File: src/rtl/alu_selftest.sv
// Self-checking stimulus/check engine for ALU blocks: LFSR operands,
// round-robin opcodes, latency-aligned golden compare and error capture.
module alu_selftest #(
    parameter int          WIDTH   = 16,
    parameter int          N_VEC   = 64,
    parameter int          LATENCY = 1,
    parameter logic [31:0] SEED    = 32'h0000_0001,
    parameter int          ERR_W   = 8
) (
    input  logic                     i_clk,
    input  logic                     i_rst_n,
    input  logic                     i_run,
    output logic                     o_running,
    output logic                     o_done,
    output logic                     o_passed,
    output logic [2:0]               o_op,
    output logic [WIDTH-1:0]         o_arg0,
    output logic [WIDTH-1:0]         o_arg1,
    input  logic [WIDTH-1:0]         i_data,
    output logic [ERR_W-1:0]         o_err_count,
    output logic [$clog2(N_VEC):0]   o_fail_index
);

    localparam int              FI_W = $clog2(N_VEC) + 1;
    localparam logic [31:0]     MASK = 32'h8020_0003;
    localparam logic [FI_W-1:0] LAST = FI_W'(N_VEC - 1);
    localparam logic [2:0]      DLAT = (LATENCY > 0) ? 3'(LATENCY - 1) : 3'd0;

    typedef enum logic [1:0] {IDLE, RUN, DRAIN, DONE} state_t;

    state_t            state, state_n;
    logic [31:0]       lfsr, lfsr_n;
    logic [FI_W-1:0]   idx, idx_n;
    logic [2:0]        dcnt;
    logic              last;
    logic              start;

    logic              iv;
    logic [WIDTH-1:0]  ie;
    logic              cv;
    logic [WIDTH-1:0]  ce;
    logic [FI_W-1:0]   ci;
    logic              cmp_en;

    function automatic logic [WIDTH-1:0] golden(
        input logic [2:0]       op,
        input logic [WIDTH-1:0] a,
        input logic [WIDTH-1:0] b
    );
        logic [WIDTH-1:0] r;
        r = '0;
        unique case (op)
            3'd0: r = ~a;
            3'd1: r = a & b;
            3'd2: r = a | b;
            3'd3: r = a ^ b;
            3'd4: r = a + b;
            3'd5: r = a - b;
            3'd6: r = {a[WIDTH-2:0], 1'b0};
            3'd7: r = {a[WIDTH-1], a[WIDTH-1:1]};
        endcase
        return r;
    endfunction

    assign lfsr_n = lfsr[0] ? ((lfsr >> 1) ^ MASK) : (lfsr >> 1);
    assign idx_n  = idx + FI_W'(1);
    assign last   = (idx == LAST);
    assign start  = (state == IDLE) && i_run;

    // FSM
    always_ff @(posedge i_clk or negedge i_rst_n) begin
        if (!i_rst_n) state <= IDLE;
        else          state <= state_n;
    end

    always_comb begin
        state_n = state;
        unique case (state)
            IDLE:  if (i_run) state_n = RUN;
            RUN: begin
                if (!i_run)    state_n = IDLE;
                else if (last) state_n = (LATENCY == 0) ? DONE : DRAIN;
            end
            DRAIN: begin
                if (!i_run)         state_n = IDLE;
                else if (dcnt == 0) state_n = DONE;
            end
            DONE:  if (!i_run) state_n = IDLE;
        endcase
    end

    // Issue stage: outputs always show the vector being issued
    always_ff @(posedge i_clk or negedge i_rst_n) begin
        if (!i_rst_n) begin
            lfsr   <= SEED;
            idx    <= '0;
            o_op   <= '0;
            o_arg0 <= '0;
            o_arg1 <= '0;
            dcnt   <= '0;
        end else begin
            if (start) begin
                lfsr   <= SEED;
                idx    <= '0;
                o_op   <= '0;
                o_arg0 <= SEED[WIDTH-1:0];
                o_arg1 <= SEED[31 -: WIDTH];
            end else if (state == RUN && i_run && !last) begin
                lfsr   <= lfsr_n;
                idx    <= idx_n;
                o_op   <= idx_n[2:0];
                o_arg0 <= lfsr_n[WIDTH-1:0];
                o_arg1 <= lfsr_n[31 -: WIDTH];
            end
            if (state == RUN)
                dcnt <= DLAT;
            else if (state == DRAIN && dcnt != 0)
                dcnt <= dcnt - 3'd1;
        end
    end

    assign iv = (state == RUN);
    assign ie = golden(o_op, o_arg0, o_arg1);

    generate
        if (LATENCY == 0) begin : g_nolat
            assign cv = iv;
            assign ce = ie;
            assign ci = idx;
        end else begin : g_lat
            logic             pv [LATENCY];
            logic [WIDTH-1:0] pe [LATENCY];
            logic [FI_W-1:0]  pi [LATENCY];

            // Flushed while idle so an aborted run leaves nothing in flight
            always_ff @(posedge i_clk or negedge i_rst_n) begin
                if (!i_rst_n) begin
                    for (int k = 0; k < LATENCY; k++) begin
                        pv[k] <= 1'b0;
                        pe[k] <= '0;
                        pi[k] <= '0;
                    end
                end else begin
                    pv[0] <= iv && (state != IDLE);
                    pe[0] <= ie;
                    pi[0] <= idx;
                    for (int k = 1; k < LATENCY; k++) begin
                        pv[k] <= pv[k-1] && (state != IDLE);
                        pe[k] <= pe[k-1];
                        pi[k] <= pi[k-1];
                    end
                end
            end

            assign cv = pv[LATENCY-1];
            assign ce = pe[LATENCY-1];
            assign ci = pi[LATENCY-1];
        end
    endgenerate

    assign cmp_en = cv && i_run && (state == RUN || state == DRAIN);

    // Results persist until the next run starts
    always_ff @(posedge i_clk or negedge i_rst_n) begin
        if (!i_rst_n) begin
            o_err_count  <= '0;
            o_fail_index <= '1;
        end else if (start) begin
            o_err_count  <= '0;
            o_fail_index <= '1;
        end else if (cmp_en && (i_data != ce)) begin
            if (o_err_count != '1)
                o_err_count <= o_err_count + ERR_W'(1);
            if (o_err_count == '0)
                o_fail_index <= ci;
        end
    end

    assign o_running = (state == RUN) || (state == DRAIN);
    assign o_done    = (state == DONE);
    assign o_passed  = (state == DONE) && (o_err_count == '0);

endmodule

File: config.mk
export PLATFORM = sky130hd
export DESIGN_NAME = alu_selftest
export DESIGN_NICKNAME = d
export VERILOG_FILES = /design/src/rtl/alu_selftest.sv
export SDC_FILE = /design/constraint.sdc
export NUM_CORES = 1
export LEC_CHECK = 0
export CORE_ASPECT_RATIO = 1.1
export CORE_UTILIZATION = 57
export CTS_CLUSTER_DIAMETER = 200
export DETAILED_ROUTE_END_ITERATION = 7
export PLACE_DENSITY = 0.81
export SETUP_SLACK_MARGIN = 0.2
export SYNTH_ARGS = -nofsm -noshare
export SYNTH_HDL_FRONTEND = slang
export SYNTH_SLANG_ARGS = --single-unit
export TNS_END_PERCENT = 100
File: constraint.sdc
create_clock -name i_clk -period 3.9 [get_ports i_clk]
set_input_delay 0.78 -clock i_clk [delete_from_list [all_inputs] [get_ports i_clk]]
set_output_delay 0.78 -clock i_clk [all_outputs]
set_load 0.02 [all_outputs]
# [After elaboration in Yosys (flattened, before gate mapping)]
# Cells that the tools add are included.
[totals] regBits=118 wordCells=91
[classes] add_sub_neg=5 mux=27 reduce_logical=25 n_eq_ne=17 bitwise_logic=5
[op_table] operator="16-bit case mux with 8 select lines" count=1
[op_table] operator="32-bit two-way mux" count=3
[op_table] operator="16-bit two-way mux" count=4
[op_table] operator="7-bit two-way mux" count=5
[op_table] operator="8-bit two-way mux" count=3
[op_table] operator="16-bit adder" count=1
[op_table] operator="16-bit AND" count=1
[op_table] operator="16-bit != test" count=1
[op_table] operator="16-bit NOT" count=1
[op_table] operator="16-bit OR" count=1
[op_table] operator="16-bit subtractor" count=1
[op_table] operator="16-bit bitwise XOR" count=1
[op_table] operator="3-bit == test (second input constant)" count=4
[op_table] operator="2-bit two-way mux" count=6
[op_table] operator="3-bit two-way mux" count=4
[op_table] operator="2-bit nonzero test" count=6
[op_table] operator="1-bit logical AND" count=9
[op_table] operator="8-bit by 1-bit adder with 8-bit output (second input constant)" count=1
[op_table] operator="8-bit logical NOT" count=1
[op_table] operator="8-bit != test (second input constant)" count=1
[op_table] operator="2-bit case mux with 4 select lines" count=1
[op_table] operator="7-bit by 1-bit adder with 7-bit output (second input constant)" count=1
[op_table] operator="7-bit by 6-bit == test with 1-bit output (second input constant)" count=1
[op_table] operator="3-bit by 2-bit == test with 1-bit output (second input constant)" count=2
[op_table] operator="14 further kinds" count=19

# [Depth between registers and ports, before layout]
# Gate-level depths: netlist (run 1).
[logic_depth] ltp_word=6 mapped_depth=13 depth_no_buf=13

# [Least setup slack after synthesis (run 1)]
# No wires, ideal clock.
[synth_path] path_kind="flip-flop to flip-flop" start="register o_arg1[4]" end="register g_lat.pe (netlist bit ce[13])" path_stages_with_launch=11 path_buffers=0 slack_ps=443 arrival_time_ps=3305 required_ps=3748 path_cell_list="dfrtp_1 or4_4 or4_1 or3_1 o21ai_0 xnor2_1 ha_1 or4b_2 o22ai_1 xor2_1 o221ai_1"
[synth_via] elab_chain_cells=2 elab_cells_between_ends=3
[synth_rtl] item="start: declaration" line_no="18" text="output logic [WIDTH-1:0] o_arg1,"
[synth_rtl] item="start signal: assignment" line_no="107" text="o_arg1 <= SEED[31 -: WIDTH];"
[synth_rtl] item="start signal: assignment" line_no="113" text="o_arg1 <= lfsr_n[31 -: WIDTH];"
[synth_rtl] item="16-bit subtractor or 16-bit adder (tied branches)" line_no="58, 57"
[synth_rtl] item="16-bit case mux with 8 select lines (*)" line_no="52" text="unique case (op)"
[synth_rtl] item="net ie[13]" line_no="39" text="logic [WIDTH-1:0] ie;"
[synth_rtl] item="end signal: indexed assignment" line_no="149" text="pe[k] <= pe[k-1];"
[synth_rtl] item="end: declaration" line_no="132" text="logic [WIDTH-1:0] pe [LATENCY];"
# The timed path passes the listed nets; every way through them passes the cells marked *.
# A chain may end at the register's enable or synchronous reset.

# [Worst setup path in the final report (run 1)]
[layout_path] start="register o_arg1[6]" end="register g_lat.pe (netlist bit ce[13])"
# The elaborated chain is that of the path after synthesis.

==> flow_summary.toml, run 1 <==
[critical_path]
start_kind = "flop"
cp_num_buf_inv = 0
crit_fanout = 6
crit_slowest_cell = "or4b_2"
crit_required_ps = 4060
worstSetupPathType = "flop to flop"
cp_cell_sequence = "or4_4 > or4_4 > or3_1 > o21ai_2 > xnor2_1 > ha_2 > or4b_2 > o22ai_2 > xor2_1 > o221ai_1"
cp_top_family = "simple AND/OR/NAND/NOR gates"
crit_arrival_ps = 3790
end_kind = "flop"
crit_top_cell = "or4_4"
max_stage_delay_ps = 680

[detailed_routing]
wire_per_inst_um = 17.8
routed_wl_um = 15800
drcViolationCount = 0
dr.pass1.iters = 6
antenna_left = 0
vias = 5312
drtIter0Drc = 487
vias_per_cell = 5.99

[power_and_ir_drop]
report.power.total_mw = 5.46
power.leakage_nw = 2.97
ir_drop_mv = 0.451
powerDensity_nw_per_um2 = 780

[timing]
finalHoldViolCount = 0
setup_viol = 0
fmax_ghz = 0.276
slew_headroom = 0.297
clock_skew_ps = 9.41
post-route-period-util = 0.930
worst-slew-pin-transition_ps = 1050
rsz0062_at_grt = "no"
finalCriticalPeriod_ps = 3630
setup_tns_ps = 0
slew_violations = 0

[cells_and_area]
area_delta_synth_final_pct = 15.7
layout-drive-gt1-share = 0.0833
num_antenna_cells = 0
finalInstanceArea_um2 = 7000
fin_util = 0.677
nets = 821
nFillCells = 869

[cts]
cts_buffers = 9
clk_latency_ps = 340
cts_tree = "done"
clk_pin_slew_ps = 70
root_buffer = "clkbuf_16"
cts.sinks = 84
cts_htree_levels = 3
cts_hold_buf = 0
max-clock-path-buffers = 2

[place]
io_buffers = 71
gp_congestion = 0.965
placed_cell_area_um2 = 6680
hpwlAfterDp_um = 11100

[synth]
synthCells = 706
synth-async-reset-ratio = 1.00
seq_area_frac_synth = 0.349
synth_cell_types = 59
synthFlopType = "dfrtp_1"
syn_nets = 788
synth_seq_cells = 84
synth_area_um2 = 6050
syn_area_per_cell_um2 = 8.57
yosysWarnings = 0
synth_edf_count = 0

[global_routing]
grt_pass1_vias = 5184
grtUsageTotal = 0.294
antenna_found_initial = 0
grt_first_pass_wirelength_um = 25100
grt_overflow = 0
grt_start_max_net_pins = 85

[status]
outcome = "finished clean"

[die]
boundaryPins = 72
rows = 39
die_y_um = 110
die_x_um = 100
core_region_area_um2 = 10300
die-area_um2 = 11000
initial_utilization = 0.585

[hold_path]
hold_path_class = "flop to flop"

[job]
max_cap_violations = 0
-- worst reg2reg max path, stage by stage (launching register included) --
cell,delay [ps]
dfrtp_2,460
or4_4,560
or4_4,450
or3_1,370
o21ai_2,160
xnor2_1,90
ha_2,220
or4b_2,680
o22ai_2,150
xor2_1,170
o221ai_1,140
-- final timing paths --
kind	start	to	slack (ps)	cells after the start
max	o_arg1[6]	ce[13]	270	10
min	idx[5]	ci[5]	430	0
max reg2reg	o_arg1[6]	ce[13]	270	10
min reg2reg	idx[5]	ci[5]	430	0
max in group asynchronous	i_rst_n	o_arg1[6]	2530	1
min in group asynchronous	i_rst_n	state[0]	610	1
-- layer usage --
metal | track usage | wire length [µm] | up-vias
li1 | - | - | 2497
met1 | 0.389 | 6880 | 2594
met2 | 0.482 | 7580 | 187
met3 | 0.0542 | 993 | 34
met4 | 0.106 | 312 | 0
met5 | 0 | 0 | -
-- where the power goes --
part	total [mW]	switching (mW)	internal [mW]
registers	1.35	0.230	1.12
logic	3.29	1.94	1.34
clock network	0.822	0.381	0.442
-- timing repair --
item | in CTS | in global routing
resized for setup | 1 | 11
pin swaps | 0 | 2
hold endpoints to repair | 0 | 0
setup endpoints to repair | 1 | 2
buffers inserted | 0 | 1
-- synthesized netlist by cell type (all sizes together) (13+ instances only) --
cell type	n	area (µm²)
buf	38	274
a21oi	66	330
dfrtp	76	1900
nand3	13	65.1
a222oi	15	150
ha	62	776
nand2	113	424
o21ai	35	175
xnor2	40	350
nor2	35	131
nor3	14	75.1
clkbuf	26	97.6
inv	51	191
-- cell type report --
cell class / count / area (µm²) / share of cell area
clock buffers: 9 / 225 / 0.0322
clock inverters: 7 / 58.8 / 0.00840
inverters: 51 / 191 / 0.0273
multi-input cells: 507 / 3420 / 0.488
flip-flops and latches: 84 / 2110 / 0.302
well taps: 143 / 179 / 0.0255
repair buffers: 86 / 821 / 0.117
-- kinds of logic after synthesis --
group | synth area share
fa+ha+maj | 0.131
flops | 0.349
buf+inv | 0.0930
xor+xnor | 0.0724
compound gates | 0.186
simple gates | 0.163
mux | 0.00517
-- state kept, by name, summed over array words and instances (netlist names) --
signal        cells
o_arg0           15
cv                1
o_err_count       8
dcnt              3
lfsr              2
o_fail_index      7
o_arg1           16
idx               5
ci                7
state             2
ce               16
o_op              2
-- per-stage QoR --
step                      worst slack (ps)  cells  hold WS, ps
final                                  271    887          428
after global routing                   188    887          454
after CTS                              238    886          433
after detailed placement               197    870          418
after global placement                 283    870          415
after floorplan                        443    706          393
-- placed cells by master (no fill, tap or decap), drive strengths merged, types with 3 or more instances in the layout --
cell	instances
nand2b	3
xnor2	40
nand4	6
a21o	3
buf	16
or4	3
dfstp	8
clkdlybuf4s50	70
nand3	13
and3	9
o221ai	4
a31oi	4
ha	62
dfrtp	76
a211oi	7
clkbuf	9
nor2	35
o211ai	4
nand2	113
o21ai	35
nor3	14
nor2b	4
o21a	3
clkinv	3
o2111ai	4
a222oi	15
o41ai	3
a21oi	66
inv	54
a21boi	5
xor2	10
and2	4
nor4	5
o31ai	5
(Power assumes the default switching activity.)
==> run 2: changes to the inputs <==
- CORE_MARGIN: not set -> 2
==> run 2 against run 1 <==
Combinational power shrank 1%. Critical path depth is the same. Clock-buffer cell count is the same. Largest cell class unchanged. Worst setup slack gained 28 ps. Flip-flop and latch count is the same.
==> flow_summary.toml, run 2 (synthesis gave the netlist of run 1 again) <==
[power_and_ir_drop]
powerDensity_nw_per_um2 = 775
report.power.total_mw = 5.43
ir_drop_mv = 0.426
power.leakage_nw = 2.97

[status]
outcome = "finished clean"

[die]
rows = 39
core_region_area_um2 = 10300
die_y_um = 112
die-area_um2 = 11500
initial_utilization = 0.585
die_x_um = 102
boundaryPins = 72

[timing]
fin_ws_ps = 299
post-route-period-util = 0.923
setup_viol = 0
fmax_ghz = 0.278
finalCriticalPeriod_ps = 3600
slew_headroom = 0.317
clock_skew_ps = 7.35
finalHoldViolCount = 0
slew_violations = 0
worst-slew-pin-transition_ps = 1020
setup_tns_ps = 0
hold_ws_ps = 430
rsz0062_at_grt = "no"

[cts]
cts.sinks = 84
cts_buffers = 9
max-clock-path-buffers = 2
cts_tree = "done"
root_buffer = "clkbuf_16"
cts_htree_levels = 3
cts_hold_buf = 0
clk_pin_slew_ps = 70
clk_latency_ps = 350

[global_routing]
grtUsageMet3 = 0.0579
grt_start_max_net_pins = 85
grt-busiest-layer = "met2"
grt_pass1_vias = 5011
met2_usage = 0.426
grtUsageTotal = 0.274
grt_first_pass_wirelength_um = 24700
grt_overflow = 0
antenna_found_initial = 1
globalRouteMet1Util = 0.380

[detailed_routing]
dr.pass1.iters = 6
drcViolationCount = 0
vias = 5175
wire_per_inst_um = 17.2
antenna_left = 0
vias_per_cell = 5.83
routed_wl_um = 15300
drtIter0Drc = 408

[critical_path]
start_kind = "flop"
crit_required_ps = 4060
worstSetupPathType = "flop to flop"
crit_arrival_ps = 3760
crit_fanout = 5
end_kind = "flop"

[hold_path]
hold_path_class = "flop to flop"

[cells_and_area]
layout-drive-gt1-share = 0.0806
nets = 821
finalInstanceArea_um2 = 7000
final_cell_mix = "nand2_1 (112), dfrtp_1 (75), clkdlybuf4s50_1 (70)"
area_delta_synth_final_pct = 15.7
mostFrequentLayoutCell = "nand2_1"
nFillCells = 855

[place]
io_buffers = 71
hpwlAfterDp_um = 10600
dp_slack_ps = 230
gp_congestion = 0.924
placed_cell_area_um2 = 6670

[job]
max_cap_violations = 0
-- run 2: critical path, stage by stage, from the launching register on --
cell	delay, ps
dfrtp_2	440
or4_4	560
or4_1	440
or3_4	360
o21ai_2	140
xnor2_1	90
ha_2	210
or4b_2	680
o22ai_2	150
xor2_1	180
o221ai_1	150
-- run 2: worst paths after layout --
path                       startpoint        end  slack (ps)  depth (start not counted)
max                         o_arg1[6]     ce[13]         300                         10
min                            idx[5]      ci[5]         430                          0
max reg2reg                 o_arg1[6]     ce[13]         300                         10
min reg2reg                    idx[5]      ci[5]         430                          0
max in group asynchronous     i_rst_n  o_arg1[6]        2610                          1
min in group asynchronous     i_rst_n  o_arg1[3]         610                          1
-- run 2: what timing repair did --
action	in CTS	in global routing
endpoints found under the setup margin	0	2
setup buffers	0	2
resized for setup	0	9
-- run 2: metal layers --
layer,share of wire,routed length (µm)
met1,0.44,6760
met2,0.47,7200
met3,0.069,1050
met4,0.016,240
met5,0,0
-- run 2: layout make-up --
class	count	area (µm²)	area share
clock inverters	7	63.8	0.00911
multi-input cells	507	3410	0.486
flip-flops and latches	84	2110	0.302
clock buffers	9	225	0.0322
inverters	51	191	0.0273
repair buffers	86	821	0.117
diodes	1	2.50	0.000357
well taps	143	179	0.0256
-- run 2: power breakdown --
part	switching, mW	leakage [nW]	internal, mW
registers	0.211	1.08	1.12
clock network	0.394	0.137	0.447
logic	1.93	1.75	1.32
-- run 2: stage by stage --
step,util,instances
floorplan,-,706
global placement,0.645,869
detailed placement,0.645,869
CTS,0.673,885
global route,0.677,887
finish,0.677,888
